File: src/rtl/log2_rr_sched_pkg.sv
// Purpose: shared defaults, FSM state encoding and constant helpers for the log2 scheduler.
// Latency: n/a (types and constants only).
// Backpressure: n/a.
package log2_pkg;

  localparam int BIT_IN_DEF  = 12;
  localparam int BIT_OUT_DEF = 4;

  typedef enum logic [1:0] {
    IDLE = 2'd0,
    CALC = 2'd1,
    RESP = 2'd2
  } state_t;

  // Ceiling log2 usable in parameter expressions
  function automatic int clog2(input int val);
    int r;
    r = 0;
    while ((1 << r) < val) r++;
    return r;
  endfunction

endpackage

File: src/rtl/log2_rr_sched_if.sv
// Purpose: request/response bundle between requesting datapath blocks and the log2 scheduler.
// Latency: n/a (wiring only).
// Backpressure: request side valid/ready per requester, response side valid/ready per requester.
interface log2_rr_sched_if
  import log2_pkg::*;
#(
  parameter int NREQ    = 4,
  parameter int BIT_IN  = BIT_IN_DEF,
  parameter int BIT_OUT = BIT_OUT_DEF
);

  logic [NREQ-1:0]        Req_Valid;
  logic [NREQ*BIT_IN-1:0] Req_Data;
  logic [NREQ-1:0]        Req_Ready;
  logic [NREQ-1:0]        Rsp_Valid;
  logic [NREQ-1:0]        Rsp_Ready;
  logic [BIT_OUT-1:0]     Rsp_Data;
  logic                   Rsp_Zero;

  // Requester side
  modport master (
    output Req_Valid, Req_Data, Rsp_Ready,
    input  Req_Ready, Rsp_Valid, Rsp_Data, Rsp_Zero
  );

  // Scheduler side
  modport slave (
    input  Req_Valid, Req_Data, Rsp_Ready,
    output Req_Ready, Rsp_Valid, Rsp_Data, Rsp_Zero
  );

endinterface

File: src/rtl/log2_rr_sched_core.sv
// Purpose: floor-log2 of one latched operand via priority encoder, with zero flag.
// Latency: LAT register stages after the operand register; final stage loads on resLoad.
// Backpressure: none; result register holds its value until the next resLoad.
module log2_core
  import log2_pkg::*;
#(
  parameter int BIT_IN  = BIT_IN_DEF,
  parameter int BIT_OUT = BIT_OUT_DEF,
  parameter int LAT     = 1
) (
  input  logic               Clk,
  input  logic               Rst,
  input  logic               opLoad,
  input  logic [BIT_IN-1:0]  opData,
  input  logic               resLoad,
  output logic [BIT_OUT-1:0] resData,
  output logic               resZero
);

  if (BIT_OUT != clog2(BIT_IN)) begin : gBadOut
    $error("log2_core: BIT_OUT must equal clog2(BIT_IN)");
  end
  if (LAT < 1 || LAT > 3) begin : gBadLat
    $error("log2_core: LAT must be 1..3");
  end

  logic [BIT_IN-1:0]  opReg;
  logic [BIT_OUT-1:0] encData;
  logic               encZero;
  logic [BIT_OUT-1:0] tapData;
  logic               tapZero;

  // Operand register, captured on the accepting handshake
  always_ff @(posedge Clk) begin
    if (Rst) opReg <= '0;
    else if (opLoad) opReg <= opData;
  end

  // Priority encoder: highest set bit wins; zero operand yields 0 with flag
  always_comb begin
    encData = '0;
    for (int i = 0; i < BIT_IN; i++) begin
      if (opReg[i]) encData = BIT_OUT'(i);
    end
    encZero = ~|opReg;
  end

  if (LAT == 1) begin : gNoPipe
    assign tapData = encData;
    assign tapZero = encZero;
  end else begin : gPipe
    logic [BIT_OUT-1:0] stgData [1:LAT-1];
    logic               stgZero [1:LAT-1];
    // Free-running intermediate stages; operand is stable while they fill
    always_ff @(posedge Clk) begin
      if (Rst) begin
        for (int j = 1; j < LAT; j++) begin
          stgData[j] <= '0;
          stgZero[j] <= 1'b0;
        end
      end else begin
        stgData[1] <= encData;
        stgZero[1] <= encZero;
        for (int j = 2; j < LAT; j++) begin
          stgData[j] <= stgData[j-1];
          stgZero[j] <= stgZero[j-1];
        end
      end
    end
    assign tapData = stgData[LAT-1];
    assign tapZero = stgZero[LAT-1];
  end

  // Result register: loads once per operation, otherwise holds the last result
  always_ff @(posedge Clk) begin
    if (Rst) begin
      resData <= '0;
      resZero <= 1'b0;
    end else if (resLoad) begin
      resData <= tapData;
      resZero <= tapZero;
    end
  end

endmodule

File: src/rtl/log2_rr_sched.sv
// Purpose: round-robin scheduler sharing one floor-log2 core among NREQ requesters.
// Latency: handshake in cycle t -> Rsp_Valid in cycle t+1+LAT; one operation in flight.
// Backpressure: Req_Ready only in IDLE; response held until the owner's Rsp_Ready.
module log2_rr_sched
  import log2_pkg::*;
#(
  parameter int NREQ    = 4,
  parameter int BIT_IN  = BIT_IN_DEF,
  parameter int BIT_OUT = BIT_OUT_DEF,
  parameter int LAT     = 1
) (
  input  logic           Clk,
  input  logic           Rst,
  log2_rr_sched_if.slave bus,
  output logic           Busy
);

  if (NREQ < 2 || NREQ > 8) begin : gBadReq
    $error("log2_rr_sched: NREQ must be 2..8");
  end

  localparam int IDW = clog2(NREQ);
  localparam int CW  = 2;

  state_t          state;
  logic [CW-1:0]   cnt;
  logic [IDW-1:0]  owner;
  logic [IDW-1:0]  rrPtr;
  logic [IDW-1:0]  winId;
  logic            anyReq;
  logic [NREQ-1:0] reqReady;
  logic [NREQ-1:0] rspValidQ;
  logic            busyQ;
  logic            accept;
  logic            resLoad;
  logic [BIT_IN-1:0] opSel;

  // Round-robin search starting at rrPtr, ascending with wrap
  always_comb begin
    int idx;
    idx    = 0;
    winId  = '0;
    anyReq = 1'b0;
    for (int k = 0; k < NREQ; k++) begin
      idx = int'(rrPtr) + k;
      if (idx >= NREQ) idx = idx - NREQ;
      if (!anyReq && bus.Req_Valid[idx]) begin
        anyReq = 1'b1;
        winId  = IDW'(idx);
      end
    end
  end

  // Grant is combinational so the winner's handshake completes in the IDLE cycle
  always_comb begin
    reqReady = '0;
    if (state == IDLE && anyReq) reqReady[winId] = 1'b1;
  end

  assign accept  = (state == IDLE) && anyReq;
  assign resLoad = (state == CALC) && (cnt == CW'(1));
  assign opSel   = bus.Req_Data[int'(winId)*BIT_IN +: BIT_IN];

  // Scheduler FSM: owner tracking, latency count, response valid and pointer update
  always_ff @(posedge Clk) begin
    if (Rst) begin
      state     <= IDLE;
      cnt       <= '0;
      owner     <= '0;
      rrPtr     <= '0;
      rspValidQ <= '0;
      busyQ     <= 1'b0;
    end else begin
      case (state)
        IDLE: begin
          if (anyReq) begin
            owner <= winId;
            cnt   <= CW'(LAT);
            state <= CALC;
            busyQ <= 1'b1;
          end
        end
        CALC: begin
          cnt <= cnt - 1'b1;
          if (cnt == CW'(1)) begin
            state     <= RESP;
            rspValidQ <= NREQ'(1) << owner;
          end
        end
        RESP: begin
          // Only the owner's ready counts; other requesters cannot retire this result
          if (bus.Rsp_Ready[owner]) begin
            rspValidQ <= '0;
            rrPtr     <= (int'(owner) == NREQ - 1) ? '0 : owner + 1'b1;
            state     <= IDLE;
            busyQ     <= 1'b0;
          end
        end
        default: begin
          state     <= IDLE;
          rspValidQ <= '0;
          busyQ     <= 1'b0;
        end
      endcase
    end
  end

  log2_core #(
    .BIT_IN  (BIT_IN),
    .BIT_OUT (BIT_OUT),
    .LAT     (LAT)
  ) uCore (
    .Clk     (Clk),
    .Rst     (Rst),
    .opLoad  (accept),
    .opData  (opSel),
    .resLoad (resLoad),
    .resData (bus.Rsp_Data),
    .resZero (bus.Rsp_Zero)
  );

  assign bus.Req_Ready = reqReady;
  assign bus.Rsp_Valid = rspValidQ;
  assign Busy          = busyQ;

endmodule

File: src/flat_wrapper.sv
// flat-port wrapper written by rule: the top's interface ports become plain ports
module log2_rr_sched_flat import log2_pkg::*;
#(
  parameter int NREQ    = 4,
  parameter int BIT_IN  = BIT_IN_DEF,
  parameter int BIT_OUT = BIT_OUT_DEF,
  parameter int LAT     = 1
)
  (Clk, Rst, Busy, bus_Req_Valid, bus_Req_Data, bus_Rsp_Ready, bus_Req_Ready, bus_Rsp_Valid, bus_Rsp_Data, bus_Rsp_Zero);
  log2_rr_sched_if #(.NREQ(NREQ), .BIT_IN(BIT_IN), .BIT_OUT(BIT_OUT)) bus_i ();
  input  logic Clk;
  input  logic Rst;
  output logic Busy;
  input wire logic [$bits(bus_i.Req_Valid)-1:0] bus_Req_Valid;
  input wire logic [$bits(bus_i.Req_Data)-1:0] bus_Req_Data;
  input wire logic [$bits(bus_i.Rsp_Ready)-1:0] bus_Rsp_Ready;
  output wire logic [$bits(bus_i.Req_Ready)-1:0] bus_Req_Ready;
  output wire logic [$bits(bus_i.Rsp_Valid)-1:0] bus_Rsp_Valid;
  output wire logic [$bits(bus_i.Rsp_Data)-1:0] bus_Rsp_Data;
  output wire logic [$bits(bus_i.Rsp_Zero)-1:0] bus_Rsp_Zero;
  assign bus_i.Req_Valid = bus_Req_Valid;
  assign bus_i.Req_Data = bus_Req_Data;
  assign bus_i.Rsp_Ready = bus_Rsp_Ready;
  assign bus_Req_Ready = bus_i.Req_Ready;
  assign bus_Rsp_Valid = bus_i.Rsp_Valid;
  assign bus_Rsp_Data = bus_i.Rsp_Data;
  assign bus_Rsp_Zero = bus_i.Rsp_Zero;
  log2_rr_sched #(.NREQ(NREQ), .BIT_IN(BIT_IN), .BIT_OUT(BIT_OUT), .LAT(LAT)) u_core (.Clk(Clk), .Rst(Rst), .bus(bus_i), .Busy(Busy));
endmodule
File: config.mk
export PLATFORM = sky130hd
export DESIGN_NAME = log2_rr_sched_flat
export DESIGN_NICKNAME = d
export VERILOG_FILES = /design/src/rtl/log2_rr_sched_pkg.sv /design/src/rtl/log2_rr_sched_if.sv /design/src/rtl/log2_rr_sched_core.sv /design/src/rtl/log2_rr_sched.sv /design/src/flat_wrapper.sv
export SDC_FILE = /design/constraint.sdc
export NUM_CORES = 1
export LEC_CHECK = 0
export CAP_MARGIN = 40
export CORE_MARGIN = 2
export CORE_UTILIZATION = 40
export CTS_CLUSTER_DIAMETER = 60
export DETAILED_ROUTE_END_ITERATION = 6
export GPL_ROUTABILITY_DRIVEN = 1
export GPL_TIMING_DRIVEN = 0
export PLACE_DENSITY_LB_ADDON = 0.1
export SLEW_MARGIN = 20
export SYNTH_ARGS = -nofsm -noshare
export SYNTH_HDL_FRONTEND = slang
export SYNTH_SLANG_ARGS = --single-unit
File: constraint.sdc
create_clock -name Clk -period 2.5 [get_ports Clk]
set_clock_uncertainty 0.05 [all_clocks]
set_input_delay 0.5 -clock Clk [delete_from_list [all_inputs] [get_ports Clk]]
set_output_delay 0.5 -clock Clk [all_outputs]
set_load 0.01 [all_outputs]
# Yosys cells after proc, flatten, opt, wreduce, memory -nomap -nowiden
# Index checks and enable logic that the tools add are counted.
# totals
output_inout_bits	14
input_bits	58
elab_cells	112
regBits	30
# classes
reduce_logical	19
eq_ne	7
n_lt_le_gt_ge	11
mul	1
n_mux	52
n_shift	2
addsub	9
bitwise_logic	2
# op_table
cell	n
< comparator 32 x 4 -> 1 bit (second input constant)	4
2-to-1 mux 32 bit	4
greater-or-equal comparator 32 x 4 -> 1 bit (second input constant)	3
subtractor 32 x 4 -> 32 bit (second input constant)	3
2-to-1 mux 4 bit	13
variable part select 48 x 32 -> 12 bit	1
2-to-1 mux 1 bit	17
2-to-1 mux 2 bit	8
case mux 4 bit (3 select lines)	1
OR reduction 12 bit	1
binary-select mux 1 bit (select 2 bit)	5
AND reduction 3 bit	3
adder 2 x 2 -> 3 bit (second input constant)	2
equality test 2 x 1 -> 1 bit (second input constant)	3
logical AND 1 bit	6
< comparator 2 x 3 -> 1 bit (second input constant)	2
case mux 2 bit (3 select lines)	1
AND reduction 2 bit	3
zero test 1 bit	4
multiplier 2 x 2 -> 4 bit (second input constant)	1
inequality test 2 x 1 -> 1 bit (second input constant)	2
case mux 2 bit (2 select lines)	1
left shift 1 x 2 -> 4 bit (first input constant)	1
subtractor 2 x 3 -> 4 bit (second input constant)	1
12 further kinds	13

# Longest topological paths before layout
# logic_depth
word_depth	20
mapped_depth	6

# By module
# From an unflattened synthesis, not the netlist that was laid out.
# hier_totals
hier_cells	196
area_unflattened_um2	1799.2
# by_module_without_submodules
mod	seq_area_each_um2	cells_each	instances	area_per_inst_um2
log2_rr_sched	260.2	122	1	1101.1
log2_core	340.3	74	1	698.2

# Least setup slack after synthesis
# No wires, ideal clock.
# synth_timing
kind	in2out
startpoint	in bus_Req_Valid[0]
endpoint	out bus_Req_Ready[0]
path_buffers	1
arrival_ns	1.527
cell_stages	5
path_slack_ns	0.423
cell_sequence	nor2b_4 -> a2111oi_4 -> nor2_4 -> buf_6 -> and3_1
# synth_via
elab_chain_len	18
elab_cells_between_ends	33
cone_classes	order compare (2); mux (23); reduce/logical (8)
# synth_lines
item	line_no	text
from (decl)	flat_wrapper.sv:14	input wire logic [$bits(bus_i.Req_Valid)-1:0] bus_Req_Valid;
binary-select mux 1 bit (select 2 bit)	log2_rr_sched.sv:47	if (!anyReq && bus.Req_Valid[idx]) begin
2-to-1 mux 1 bit (not written as such) (2 in series)	log2_rr_sched.sv:47	
2-to-1 mux 1 bit	log2_rr_sched.sv:47	
zero test 1 bit	log2_rr_sched.sv:47	
logical AND 1 bit	log2_rr_sched.sv:47	
2-to-1 mux 1 bit	log2_rr_sched.sv:47	
zero test 1 bit	log2_rr_sched.sv:47	
logical AND 1 bit	log2_rr_sched.sv:47	
2-to-1 mux 1 bit	log2_rr_sched.sv:47	
zero test 1 bit	log2_rr_sched.sv:47	
logical AND 1 bit	log2_rr_sched.sv:47	
2-to-1 mux 2 bit	log2_rr_sched.sv:47	
< comparator 2 x 3 -> 1 bit (not written as such) or greater-or-equal comparator 2 x 1 -> 1 bit (tied branches)	log2_rr_sched.sv:57	if (state == IDLE && anyReq) reqReady[winId] = 1'b1;
logical AND 1 bit (not written as such)	log2_rr_sched.sv:57	
2-to-1 mux 1 bit (not written as such)	log2_rr_sched.sv:57	
demux 1 bit (select 2 bit)	-	
2-to-1 mux 4 bit (*)	log2_rr_sched.sv:57	
to (decl)	flat_wrapper.sv:17	output wire logic [$bits(bus_i.Req_Ready)-1:0] bus_Req_Ready;
# Mark *: on every way between the ends. The rest lies on a longest branch, timed or not. The select of a mux whose other input is x is not followed.

# Final worst setup path
# Same ends and word-level chain as after synthesis.

==> flow_metrics.py <==
metrics = {
    "setup_path": {
        "cp_cell_sequence": "clkdlybuf4s15_2 -> nor2b_4 -> a2111oi_4 -> buf_4 -> nor2_4 -> and3_1 -> dlygate4sd2_1",
        "critPathArrivalTime_ps": 1860,
        "critPathMaxStageDelay_ps": 310,
        "worstSetupPathType": "input pin to primary output",
        "worst-path-buf-inv": 3,
        "r2r_setup_slack_ps": 650,
        "crit_start": "bus_Req_Valid[0]",
        "regToRegStartpoint": "u_core.rrPtr[0]",
        "critPathSlowestCell": "a2111oi_4",
        "start_kind": "input pin",
        "critPathRequiredTime_ps": 1950,
        "endpoint_kind": "primary output",
        "path_delay_family": "buffers and inverters",
        "cp_max_fo": 4,
    },
    "hold_path": {
        "min-delay-path-class": "register to register",
        "min_from": "u_core.bus.Rsp_Valid[3]",
    },
    "yosys": {
        "synth_ff_type": "dfxtp_1",
        "synth_edf_count": 0,
        "synth-warning-count": 0,
        "synth_nets": 254,
        "netlist_area_mm2": 0.00172,
        "ys_ff_latch": 30,
        "yosysTopAreaCellShare_pct": 34.9,
        "yosys.area.top_type": "dfxtp_1",
        "syn_area_per_cell_um2": 9.01,
        "synthCells": 191,
        "synth.distinct_cells": 40,
        "synthArstFlopShare_pct": 0,
        "synth_area_leaders": "dfxtp_1 (35%), mux2i_1 (14%), o221ai_1 (6.1%)",
        "synth-seq-area-share_pct": 34.9,
    },
    "cells_and_area": {
        "diodes": 0,
        "syn_to_final_growth_pct": 51.8,
        "most-common-layout-cells": "clkdlybuf4s50_1 (63), dfxtp_1 (30), nand2_1 (26)",
        "fin_nets": 337,
        "post-route-util_pct": 64.4,
        "final_area_mm2": 0.00261,
        "drive_gt1_share_pct": 12.0,
        "instances_no_fill": 324,
        "final_common_cell": "clkdlybuf4s50_1",
    },
    "placed_design": {
        "gp_congestion": 0.756,
        "detailed_place.area_mm2": 0.00249,
        "portBuffers": 71,
        "placed_cells": 312,
        "hpwl_mm": 3.35,
    },
    "sta": {
        "drv_slew": 0,
        "fin_crit_ps": 2410,
        "tightest_slew_ps": 670,
        "finalHoldWorstSlack_ps": 404,
        "finalSetupViolCount": 0,
        "clock.fmax_mhz": 415,
        "period_share_pct": 96.5,
        "hold_viol": 0,
        "rsz0062_at_grt": "false",
        "slew_headroom_pct": 55.1,
    },
    "detailed_routing": {
        "post_drt_wl_per_cell_um": 13.0,
        "wl_mm": 4.22,
        "ant_nets": 0,
        "avgViaCountPerCell": 5.19,
        "drt_iter0_markers": 71,
        "vias": 1682,
        "drc": 0,
        "first_pass_iters": 4,
    },
    "clock_network": {
        "hold_buffers": 0,
        "clock_path_buffers": 2,
        "h-tree-depth": 2,
        "root_buffer": "clkbuf_8",
        "cts_tree": "built",
        "clk_pin_slew_ps": 60,
        "clock_sinks": 30,
        "cts_made_buffers": 5,
        "clk_latency_ps": 280,
    },
    "power": {
        "ir_worst_vdd_mv": 0.264,
        "power-per-cell-area_mw_per_mm2": 500,
        "total_power_mw": 1.31,
        "p_leak_nw": 1.11,
    },
    "global_route": {
        "track_usage_pct": 18.6,
        "grt_pass1_vias": 1700,
        "grt_pass1_wl_mm": 7.28,
        "antenna_found_initial": 0,
        "overflow": 0,
        "grt_start_max_net_pins": 12,
    },
    "flow_run": {
        "maxCapViolCount": 0,
    },
    "die": {
        "die_w_um": 69.6,
        "coreArea_mm2": 0.00406,
        "ioPinCount": 72,
        "num_rows": 23,
        "die_h_um": 69.6,
        "initial_core_util_pct": 42.4,
        "die_area_mm2": 0.00484,
    },
    "run_status": {
        "status": "finished clean",
    },
}
## metrics by stage
| stage | TNS, ps | setup slack, ps |
|---|---|---|
| floorplan | 0 | 423 |
| global placement | -3410 | -882 |
| detailed placement | -4510 | -960 |
| CTS | 0 | 13.7 |
| global route | 0 | 23.8 |
| finish | 0 | 88.2 |
## registers in the layout, summed over array words and instances, names as in the netlist
register / flops
u_core.rrPtr: 2
u_core.uCore.opReg: 12
u_core.uCore.resData: 4
u_core.bus.Rsp_Valid: 4
u_core.Busy: 1
u_core.state: 2
u_core.cnt: 2
u_core.owner: 2
u_core.uCore.resZero: 1
## synth_stat cells (2+ instances only)
master    number
dfxtp_1       30
nand2_1       26
mux2i_1       24
nor2_1        22
o221ai_1      12
a21oi_1       11
inv_1         10
ha_1           5
a22oi_1        4
o21ai_0        4
a211oi_1       3
buf_6          3
nand3_1        3
nor4_1         3
and3_1         2
buf_2          2
clkbuf_8       2
nor3_1         2
o21bai_1       2
## tightest hold or removal path, stage by stage, from the launching register on
cell	delay [ps]
dfxtp_1	310
nand2_1	50
a21oi_1	50
## final cells by class
type / instances / area, um^2
fillers: 368 / 1450
multi-input cells: 143 / 1030
repair buffers: 77 / 737
flip-flops and latches: 30 / 601
clock buffers: 7 / 76.3
plain buffers: 7 / 63.8
well taps: 50 / 62.6
inverters: 10 / 37.5
## where the power goes
part           leakage [nW]  switching [mW]  internal, mW  total [mW]
clock network        0.0383           0.169         0.191       0.360
registers             0.246          0.0363         0.524       0.560
logic                 0.824           0.166         0.220       0.386
## timing repair
action / 4_1_cts / 5_1_grt
resized for setup: 26 / 0
setup endpoints to repair: 4 / 2
pin swaps: 4 / 2
buffers inserted: 4 / 2
## path summary, 6_finish.rpt
kind | endpoint | cells after the start
worst max-delay path | bus_Req_Ready[0] | 7
worst min-delay path | u_core.bus.Rsp_Valid[3] | 2
worst max register to register | u_core.uCore.opReg[0] | 8
worst min register to register | u_core.bus.Rsp_Valid[3] | 2
## logic make-up after synthesis
family	synth area share [%]
AND/OR/NAND/NOR	18.8
flip-flops	34.9
AO/OA/AOI/OAI	20.1
adder cells (fa/ha/maj)	3.64
multiplexers	15.9
buffers and inverters	6.55
## metal layers
metal	share of wire, %	track usage (%)	wire (um)
met1	41	19.8	1740
met2	51	34.4	2150
met3	6.6	7.12	277
met4	1.3	4.36	57
met5	0	0	0
(Power assumes the default switching activity.)
